File: src/rtl/rv32i_pkg.sv
// Shared widths and the writeback request record used by the arbiter and its queues.
package rv32i_pkg;

    localparam int XLEN       = 32;
    localparam int REG_ADDR_W = 5;
    localparam int NUM_REQ    = 2;

    // "reg" is a keyword, so the destination field is named rd.
    typedef struct packed {
        logic [REG_ADDR_W-1:0] rd;
        logic [XLEN-1:0]       data;
    } wb_req_t;

endpackage

File: src/rtl/rv32i_wb_fifo.sv
// Per-requester writeback queue; exposes every slot's valid/rd for the hazard lookup.
module rv32i_wb_fifo
    import rv32i_pkg::*;
#(
    parameter int DEPTH = 2
) (
    input  logic                              clk,
    input  logic                              reset,
    input  logic                              push,
    input  wb_req_t                           push_entry,
    input  logic                              pop,
    output logic                              full,
    output logic                              empty,
    output wb_req_t                           head,
    output logic [DEPTH-1:0]                  entry_valid,
    output logic [DEPTH-1:0][REG_ADDR_W-1:0]  entry_rd
);

    localparam int PW = $clog2(DEPTH);

    wb_req_t       mem [DEPTH];
    logic [PW:0]   wr_ptr_reg;
    logic [PW:0]   rd_ptr_reg;
    logic [PW:0]   count;
    logic          push_ok;
    logic          pop_ok;

    // The extra MSB separates a full queue from an empty one when indices match.
    assign count   = wr_ptr_reg - rd_ptr_reg;
    assign empty   = (wr_ptr_reg == rd_ptr_reg);
    assign full    = (wr_ptr_reg[PW] != rd_ptr_reg[PW]) &&
                     (wr_ptr_reg[PW-1:0] == rd_ptr_reg[PW-1:0]);
    assign push_ok = push && !full;
    assign pop_ok  = pop && !empty;
    assign head    = mem[rd_ptr_reg[PW-1:0]];

    always_ff @(posedge clk or negedge reset) begin
        if (!reset) begin
            wr_ptr_reg <= '0;
            rd_ptr_reg <= '0;
        end else begin
            if (push_ok) wr_ptr_reg <= wr_ptr_reg + 1'b1;
            if (pop_ok)  rd_ptr_reg <= rd_ptr_reg + 1'b1;
        end
    end

    always_ff @(posedge clk) begin
        if (push_ok) mem[wr_ptr_reg[PW-1:0]] <= push_entry;
    end

    // A slot is live when its distance from the read pointer is below the fill count.
    generate
        for (genvar gi = 0; gi < DEPTH; gi++) begin : g_slot
            logic [PW-1:0] offset;
            assign offset          = PW'(gi) - rd_ptr_reg[PW-1:0];
            assign entry_valid[gi] = ({1'b0, offset} < count);
            assign entry_rd[gi]    = mem[gi].rd;
        end
    endgenerate

endmodule

File: src/rtl/rv32i_wb_arbiter.sv
// Two-requester register-file writeback arbiter with alternating priority and
// a combinational pending lookup for the decode stage.
module rv32i_wb_arbiter
    import rv32i_pkg::*;
#(
    parameter int FIFO_DEPTH = 2
) (
    input  logic                              clk,
    input  logic                              reset,
    input  logic [NUM_REQ-1:0]                req_valid,
    output logic [NUM_REQ-1:0]                req_ready,
    input  logic [NUM_REQ-1:0][REG_ADDR_W-1:0] req_reg,
    input  logic [NUM_REQ-1:0][XLEN-1:0]      req_data,
    output logic                              wb_enable,
    output logic [REG_ADDR_W-1:0]             wb_reg,
    output logic [XLEN-1:0]                   wb_data,
    input  logic [REG_ADDR_W-1:0]             rs1_reg,
    input  logic [REG_ADDR_W-1:0]             rs2_reg,
    output logic                              rs1_pending,
    output logic                              rs2_pending
);

    logic [NUM_REQ-1:0]                                  fifo_full;
    logic [NUM_REQ-1:0]                                  fifo_empty;
    wb_req_t                                             fifo_head [NUM_REQ];
    logic [NUM_REQ-1:0][FIFO_DEPTH-1:0]                  entry_valid;
    logic [NUM_REQ-1:0][FIFO_DEPTH-1:0][REG_ADDR_W-1:0]  entry_rd;
    logic [NUM_REQ-1:0]                                  grant;
    logic                                                last_grant_reg;
    wb_req_t                                             granted;
    logic                                                rs1_hit;
    logic                                                rs2_hit;

    generate
        for (genvar gi = 0; gi < NUM_REQ; gi++) begin : g_req
            wb_req_t push_entry;
            assign push_entry    = '{rd: req_reg[gi], data: req_data[gi]};
            // Held low in reset so nothing is offered while the queues are cleared.
            assign req_ready[gi] = !fifo_full[gi] && reset;

            rv32i_wb_fifo #(.DEPTH(FIFO_DEPTH)) u_fifo (
                .clk         (clk),
                .reset       (reset),
                .push        (req_valid[gi]),
                .push_entry  (push_entry),
                .pop         (grant[gi]),
                .full        (fifo_full[gi]),
                .empty       (fifo_empty[gi]),
                .head        (fifo_head[gi]),
                .entry_valid (entry_valid[gi]),
                .entry_rd    (entry_rd[gi])
            );
        end
    endgenerate

    // Under contention the requester that did not win last time goes next.
    always_comb begin
        grant = '0;
        if (!fifo_empty[0] && !fifo_empty[1]) grant = last_grant_reg ? 2'b01 : 2'b10;
        else if (!fifo_empty[0])              grant = 2'b01;
        else if (!fifo_empty[1])              grant = 2'b10;
    end

    assign granted = grant[1] ? fifo_head[1] : fifo_head[0];

    always_ff @(posedge clk or negedge reset) begin
        if (!reset) begin
            last_grant_reg <= 1'b1;
            wb_enable      <= 1'b0;
            wb_reg         <= '0;
            wb_data        <= '0;
        end else if (|grant) begin
            last_grant_reg <= grant[1];
            // Writes to x0 still burn the grant but never reach the register file.
            if (granted.rd != '0) begin
                wb_enable <= 1'b1;
                wb_reg    <= granted.rd;
                wb_data   <= granted.data;
            end else begin
                wb_enable <= 1'b0;
                wb_reg    <= '0;
                wb_data   <= '0;
            end
        end else begin
            wb_enable <= 1'b0;
        end
    end

    always_comb begin
        rs1_hit = wb_enable && (wb_reg == rs1_reg);
        rs2_hit = wb_enable && (wb_reg == rs2_reg);
        for (int r = 0; r < NUM_REQ; r++) begin
            for (int e = 0; e < FIFO_DEPTH; e++) begin
                if (entry_valid[r][e] && (entry_rd[r][e] == rs1_reg)) rs1_hit = 1'b1;
                if (entry_valid[r][e] && (entry_rd[r][e] == rs2_reg)) rs2_hit = 1'b1;
            end
        end
    end

    assign rs1_pending = rs1_hit && (rs1_reg != '0);
    assign rs2_pending = rs2_hit && (rs2_reg != '0);

endmodule

File: config.mk
export PLATFORM = sky130hd
export DESIGN_NAME = rv32i_wb_arbiter
export DESIGN_NICKNAME = d
export VERILOG_FILES = /design/src/rtl/rv32i_pkg.sv /design/src/rtl/rv32i_wb_fifo.sv /design/src/rtl/rv32i_wb_arbiter.sv
export SDC_FILE = /design/constraint.sdc
export NUM_CORES = 1
export LEC_CHECK = 0
export ABC_AREA = 0
export ABC_CLOCK_PERIOD_IN_PS = 4250
export BUFFER_PORTS_ARGS = -buffer_cell sky130_fd_sc_hd__buf_2
export CORE_MARGIN = 8
export CORE_UTILIZATION = 30
export CTS_BUF_LIST = sky130_fd_sc_hd__clkbuf_16
export CTS_CLUSTER_DIAMETER = 40
export DETAILED_ROUTE_END_ITERATION = 7
export GPL_ROUTABILITY_DRIVEN = 1
export PLACE_DENSITY = 0.48
export SYNTH_ARGS = -nofsm -noshare
export SYNTH_HDL_FRONTEND = slang
export SYNTH_HIERARCHICAL = 1
export SYNTH_SLANG_ARGS = --single-unit
File: constraint.sdc
create_clock -name clk -period 4.25 [get_ports clk]
set_clock_uncertainty 0.2 [all_clocks]
set_input_delay 1.0625 -clock clk [delete_from_list [all_inputs] [get_ports clk]]
set_output_delay 1.0625 -clock clk [all_outputs]
set_load 0.01 [all_outputs]
# Yosys cells after proc, flatten, opt, wreduce, memory -nomap -nowiden
# Memories as Yosys holds them, arrays and structs flattened.
# Index checks and enable logic that the tools add are counted.
# word_totals
mem_bits_rw,148
input_bits,88
elab_cells,90
register_bits,47
n_memories,2
out_inout_bits,42
# op_classes
reduce_logical,29
n_addsub,10
mux,21
eq_ne,16
n_lt_le_gt_ge,4
# mem_list
name,depth,word_bits,read_ports,rd_ports_with_merged_regs,wr,line,rtl
g_req[0].u_fifo.mem,2,37,3,0,1,rv32i_wb_fifo.sv:21,wb_req_t mem [DEPTH];
g_req[1].u_fifo.mem,2,37,3,0,1,rv32i_wb_fifo.sv:21,
# ops
op,n
$eq A5 B5 Y1,10
$mux W37,1
$mux W32,1
$logic_and A1 B1 Y1,21
$reduce_bool A5 Y1,3
$mux W1,14
$add A2 B1 Y2 const B,4
$lt A1 B2 Y1,4
$mux W2,4
$mux W5,1
$eq A2 B2 Y1,2
$logic_not A1 Y1,4
$sub A1 B1 Y1 const A,4
$sub A2 B2 Y2,2
$eq A1 B1 Y1,2
$ne A1 B1 Y1,2
$reduce_or A2 Y1,1

# Longest topological paths before layout
# Gate-level depths: netlist of the first run.
# logic_depth
ltp_word,8
mapped_depth,10
depth_no_buf,8

# Hierarchy
# Netlist of the first run, hierarchy kept.
# modules_own_cells
module,area_each_um2,n_inst,seq_area_each_um2,cells_per_inst
rv32i_wb_fifo,3027.9,2,2322.2,156
rv32i_wb_arbiter,2585.0,1,977.2,263

# Least setup slack after synthesis of the first run
# OpenSTA, ideal clock, no wires.
# synth_path
path_type,input port to flip-flop
startpoint,input req_valid[0]
endpoint,"memory g_req[0].u_fifo/mem[1][0] (netlist bit), enable pin"
setup_time_ns,0.431
arrival_time_ns,2.722
required_ns,3.619
path_buffers,0
stages,2
setup_slack_ns,0.897
path_cell_list,nand2_1 nor2_1
# synth_via
elab_chain_len,3
# synth_lines
item,line,rtl
"start, declared",rv32i_wb_arbiter.sv:10,"input logic [NUM_REQ-1:0] req_valid,"
$logic_and A1 B1 Y1,rv32i_wb_fifo.sv:33,assign push_ok = push && !full;
$mux W1,rv32i_wb_fifo.sv:48,if (push_ok) mem[wr_ptr_reg[PW-1:0]] <= push_entry;
$mux W1 (implied by the code),rv32i_wb_fifo.sv:48,
"end, declared",rv32i_wb_fifo.sv:21,
# Every way passes these cells.

==> results_dict.tcl, run 1 <==
set metrics [dict create \
    rsz0062_at_grt "no" \
    core_um2 28500 \
    worstSkewPairLatency_ns 0.43 \
    crit_fanout 5 \
    antenna_found_initial 2 \
    hold_path_class "register to register" \
    p_switching_mw 3.18 \
    worst_ep_arrival_time_ns 2.34 \
    drc 0 \
    clkSinkCount 195 \
    post-cts-setup-buffers 0 \
    n_antenna_cell 0 \
    fmax_ghz 0.278 \
    grt_pass1_wl_um 32800 \
    p_int_mw 5.21 \
    slew_headroom_pct 52.7 \
    ys_ff_latch 195 \
    setup_tns_ns 0 \
    synthTopCellsByArea "edfxtp_1 (51%), dfrtp_1 (13%), mux2_2 (9.8%), mux2i_1 (4.5%), xor2_1 (4.1%)" \
    initial_core_util_pct 30.3 \
    hold_violations 0 \
    htreeDepth 4 \
    maxSlewViolCount 0 \
    tightestPinTransition_ns 0.708 \
    p_leak_nw 3.89 \
    drive_gt1_share_pct 42.2 \
    drt-wirelength-per-cell_um 19.9 \
    ir_drop_v 0.000284 \
    reg2reg_to "wb_data[23]$_DFFE_PN0N_" \
    grt_pass1_vias 5674 \
    antenna_left 0 \
    via_per_inst 4.51 \
    syn_to_final_growth_pct 17.6 \
    hold_end "wb_data[0]$_DFFE_PN0N_" \
    period_needed_ns 3.60 \
    pre_cts_ws_ns 0.758 \
    end_kind "primary output" \
    synth_edf_count 148 \
    vias 4888 \
    io_buffers 129 \
    p_comb_share_pct 43.1 \
    holdPathStages 2 \
    period_share_pct 84.7 \
    syn_nets 669 \
    dieHeight_um 186 \
    cts_buffers 17 \
    reg2reg_slack_ns 1.29 \
    root_buffer "clkbuf_16" \
    r2r-start "g_req[0].u_fifo/wr_ptr_reg[0]$_DFFE_PN0P_" \
    seq_area_frac_synth_pct 65.1 \
    p_sw_share_pct 37.9 \
    yosysWarnings 6 \
    worstSetupPathType "register to primary output" \
    drt-initial-drc-count 296 \
    ys_top_cells_by_count "edfxtp_1 (148), mux2_2 (75), dfrtp_1 (46), nand2_1 (44), xor2_1 (40)" \
    syn_area_per_cell_um2 15.0 \
    r2r_cells 9 \
    ys_async_sr_fraction_pct 24.1 \
    cellPowerDensity_nw_per_um2 825 \
    nets 780 \
    worst_setup_path_start_kind "register" \
    holdBufCountCts 0 \
    yosysUniqueCellTypes 36 \
    clkPwrFrac_pct 18.8 \
    cts.reportedPaths.clkPinSlew_ns 0.07 \
    drt-pass1-iter-count 4 \
    multi_input_area_um2 2690 \
    syn-instance-count 575 \
    core.rowCount 62 \
    required_ns 2.99 \
    cts_tree "built" \
    hp-start "wb_data[0]$_DFFE_PN0N_" \
    yosysTopAreaCellShare_pct 51.4 \
    setup_viol 0 \
    fill_cells 2828 \
    clockBufferDepth 2 \
    synth_flop_cell "edfxtp_1" \
    setup_slack_ns 0.649 \
    seqCellArea_um2 5620 \
    drt_wl_total_um 21600 \
    seqPwrFrac_pct 38.1 \
    ios 130 \
    largest_reg_flops 148 \
    die_area_um2 34500 \
    grt_usage_pct 12.8 \
    drv_cap 0 \
    grt_max_degree 39 \
    hpwl_um 14700 \
    yosysTopAreaCell "edfxtp_1" \
    syn-cell-area_um2 8640 \
    gr-total-overflow 0 \
    status "complete, no violations" \
    cts_resized 0 \
    fin_util_pct 35.6 \
    gp_congestion 0.800 \
    die_x_um 186 \
    yosysMostFrequentCell "edfxtp_1" \
]
==> area by class of cell <==
cell class | count | area share (%)
clock inverters | 15 | 1.50
flip-flops and latches | 195 | 55.4
well taps | 384 | 4.73
clock buffers | 17 | 4.19
multi-input cells | 319 | 26.4
repair buffers | 141 | 7.36
inverters | 12 | 0.443
==> through the flow <==
stage	instance area (µm²)	hold slack [ns]	instances	total power, mW
after global routing	10200	0.305	1083	8.96
after detailed placement	9580	0.265	1051	6.96
after floorplan	8640	0.310	575	5.87
after CTS	10200	0.284	1083	8.57
after global placement	9580	0.261	1051	6.86
final	10200	0.278	1083	8.39
==> cell families after synthesis <==
kind of cell	Yosys count	share of synthesized area [%]
buffers and inverters	61	4.23
AND/OR/NAND/NOR	91	4.85
multiplexers	114	14.3
adder cells (fa/ha/maj)	6	0.869
XOR/XNOR	56	5.85
AO/OA/AOI/OAI	52	4.85
flip-flops	195	65.1
==> placed cells by master, fill, tap and decap left out, types with 4 or more instances in the layout <==
cell type	count
nor2_1	8
nor4_1	10
dfrtp_1	44
o21ai_0	10
clkinv_4	4
o21ai_2	31
clkbuf_16	17
ha_1	6
nand3_1	12
nand2_1	44
nor2_4	4
xor2_1	40
xnor2_1	14
edfxtp_1	148
buf_4	11
inv_1	13
mux2_2	75
mux2i_1	39
buf_2	129
==> critical path, cell delays in order, from the launching register on <==
cell and delay, ns:
dfrtp_1 0.43, xnor2_2 0.33, ha_1 0.29, or2_2 0.31
nand3_1 0.09, nand3_1 0.08, o22a_1 0.24, buf_2 0.15
==> power by group through the flow <==
| stage | Sequential [mW] | Clock [mW] | Combinational [mW] |
|---|---|---|---|
| 2_1_floorplan | 3.21 | 0 | 2.66 |
| 3_3_place_gp | 3.22 | 0 | 3.64 |
| 3_5_place_dp | 3.24 | 0 | 3.71 |
| 4_1_cts | 3.20 | 1.63 | 3.74 |
| 5_1_grt | 3.27 | 1.70 | 3.99 |
| 6_report | 3.19 | 1.58 | 3.62 |
==> worst max-delay path by stage <==
stage,from,endpoint
after floorplan,req_valid[0],g_req[0].u_fifo/mem[1][0]$_DFFE_PP_
after global placement,rs1_reg[3],rs1_pending
after detailed placement,rs1_reg[2],rs1_pending
after CTS,g_req[0].u_fifo/rd_ptr_reg[1]$_DFFE_PN0P_,rs2_pending
after global routing,g_req[0].u_fifo/rd_ptr_reg[1]$_DFFE_PN0P_,rs2_pending
final,g_req[0].u_fifo/rd_ptr_reg[1]$_DFFE_PN0P_,rs2_pending
==> layer usage <==
metal  vias to the layer above  GRT usage [%]  wire, µm
met1                      2469           15.0      9130
met3                        21           3.28       973
met4                         4           3.94       287
li1                       2286              -         -
met5                         -              0        30
met2                       108           22.6     11100
(Power assumes the default switching activity.)
==> inputs of run 2 (changes only) <==
ABC_CLOCK_PERIOD_IN_PS = 3430   (was 4250)
clock period = 3.43 ns   (was 4.25 ns; I/O delays follow)
==> results_dict.tcl, run 2 (synthesized netlist as in run 1, its figures left out) <==
set metrics [dict create \
    clkSinkCount 195 \
    reg2reg_slack_ns 0.65 \
    fmax_ghz 0.300 \
    drt-initial-drc-count 243 \
    grt_pass1_vias 5437 \
    vias 4971 \
    drt-pass1-iter-count 6 \
    hold_end "wb_data[0]$_DFFE_PN0N_" \
    cellPowerDensity_nw_per_um2 1030 \
    worstSetupPathType "register to primary output" \
    nets 783 \
    clockBufferDepth 2 \
    mostFrequentLayoutCells "edfxtp_1 (148), buf_2 (129), mux2_2 (75)" \
    final_common_cell "edfxtp_1" \
    r2r_cells 7 \
    dieHeight_um 186 \
    worst_setup_path_start_kind "register" \
    cts_tree "built" \
    setup_viol 0 \
    antenna_left 0 \
    hpwl_um 14500 \
    slew_headroom_pct 50.6 \
    die_area_um2 34500 \
    pre_cts_ws_ns 0.313 \
    whs_ns 0.276 \
    hold_path_class "register to register" \
    via_per_inst 4.58 \
    gp_congestion 0.839 \
    status "complete, no violations" \
    die_x_um 186 \
    end_kind "primary output" \
    holdPathStages 2 \
    hp-start "wb_data[0]$_DFFE_PN0N_" \
    drc 0 \
    r2r-start "g_req[1].u_fifo/wr_ptr_reg[0]$_DFFE_PN0P_" \
    htreeDepth 4 \
    antenna_found_initial 2 \
    maxSlewViolCount 0 \
    fin_util_pct 36.0 \
    grt_pass1_wl_um 32500 \
    drv_cap 0 \
    cts.reportedPaths.clkPinSlew_ns 0.07 \
    drt-wirelength-per-cell_um 20.2 \
    period_needed_ns 3.33 \
    gr-total-overflow 0 \
    n_antenna_cell 0 \
    worstSkewPairLatency_ns 0.43 \
    cts_buffers 17 \
    worst_ep_arrival_time_ns 2.27 \
    crit_fanout 5 \
    required_ns 2.37 \
    drt_wl_total_um 21900 \
    hold_violations 0 \
    holdBufCountCts 0 \
    initial_core_util_pct 30.3 \
    syn_to_final_growth_pct 18.9 \
    ir_drop_v 0.000612 \
    ios 130 \
    core_um2 28500 \
    reg2reg_to "wb_data[22]$_DFFE_PN0N_" \
    p_leak_nw 3.91 \
    period_share_pct 97.0 \
    setup_tns_ns 0 \
    largest_reg_flops 148 \
    io_buffers 129 \
    core.rowCount 62 \
    root_buffer "clkbuf_16" \
    grt_usage_pct 12.8 \
    tightestPinTransition_ns 0.741 \
    setup_slack_ns 0.102 \
    drive_gt1_share_pct 42.9 \
    grt_max_degree 39 \
]
run 2: changes by cell type in the layout (fill, tap and decap cells not counted), moves of 2 or more:
| cell | delta |
|---|---|
| dfrtp_1 | -2 |
| clkinvlp_4 | +2 |
| buf_12 | +4 |
| clkinv_8 | +2 |
| xnor2_4 | +2 |
| clkinv_4 | -3 |
| dfrtp_2 | +2 |
| xnor2_2 | -2 |
run 2: critical path, cell delays in order, from the launching register on:
cell,delay (ns)
dfrtp_1,0.46
xnor2_4,0.27
ha_1,0.26
or2_2,0.31
nand3_1,0.09
nand3_1,0.06
o22a_1,0.24
buf_2,0.15
run 2: worst max path at each step:
stage / startpoint / endpoint / slack, ns / cells past startpoint
after floorplan: g_req[0].u_fifo/wr_ptr_reg[0]$_DFFE_PN0P_ / g_req[0].u_fifo/mem[1][0]$_DFFE_PP_ / 0.24 / 5
after global placement: rs1_reg[3] / rs1_pending / 0.43 / 7
after detailed placement: rs1_reg[3] / rs1_pending / 0.31 / 7
after CTS: g_req[0].u_fifo/wr_ptr_reg[0]$_DFFE_PN0P_ / rs2_pending / 0.03 / 9
after global routing: g_req[1].u_fifo/rd_ptr_reg[1]$_DFFE_PN0P_ / rs2_pending / -0.007 / 7
final: g_req[1].u_fifo/rd_ptr_reg[1]$_DFFE_PN0P_ / rs2_pending / 0.10 / 7
run 2: through the flow:
step / power, mW / instances / cell area, µm²
after floorplan: 7.27 / 575 / 8640
after global placement: 8.58 / 1051 / 9630
after detailed placement: 8.69 / 1051 / 9630
after CTS: 10.7 / 1083 / 10200
after global routing: 11.3 / 1086 / 10300
final: 10.6 / 1086 / 10300
run 2: layer usage:
metal  global-route usage [%]  part of all wire (%)  vias to the layer above
met4                     4.10                   1.7                        4
met1                     15.5                    43                     2504
met3                     3.32                   5.1                       36
met2                     22.0                    50                      135
met5                        0                  0.10                        -
li1                         -                     -                     2292
run 2: layout make-up:
cell class / instances / area, µm²
well taps: 384 / 480
clock buffers: 17 / 425
repair buffers: 144 / 821
clock inverters: 15 / 170
inverters: 12 / 45.0
multi-input cells: 319 / 2710
fillers: 2835 / 18300
flip-flops and latches: 195 / 5630
run 2: repair_timing:
item,CTS,global route
pin swaps,0,1
setup endpoints to repair,1,1
setup buffers,0,3
gates resized for setup,1,3
run 2: power breakdown:
group / internal [mW] / switching [mW]
clock network: 1.04 / 0.965
logic: 2.02 / 2.66
registers: 3.53 / 0.432
total: 6.58 / 4.05
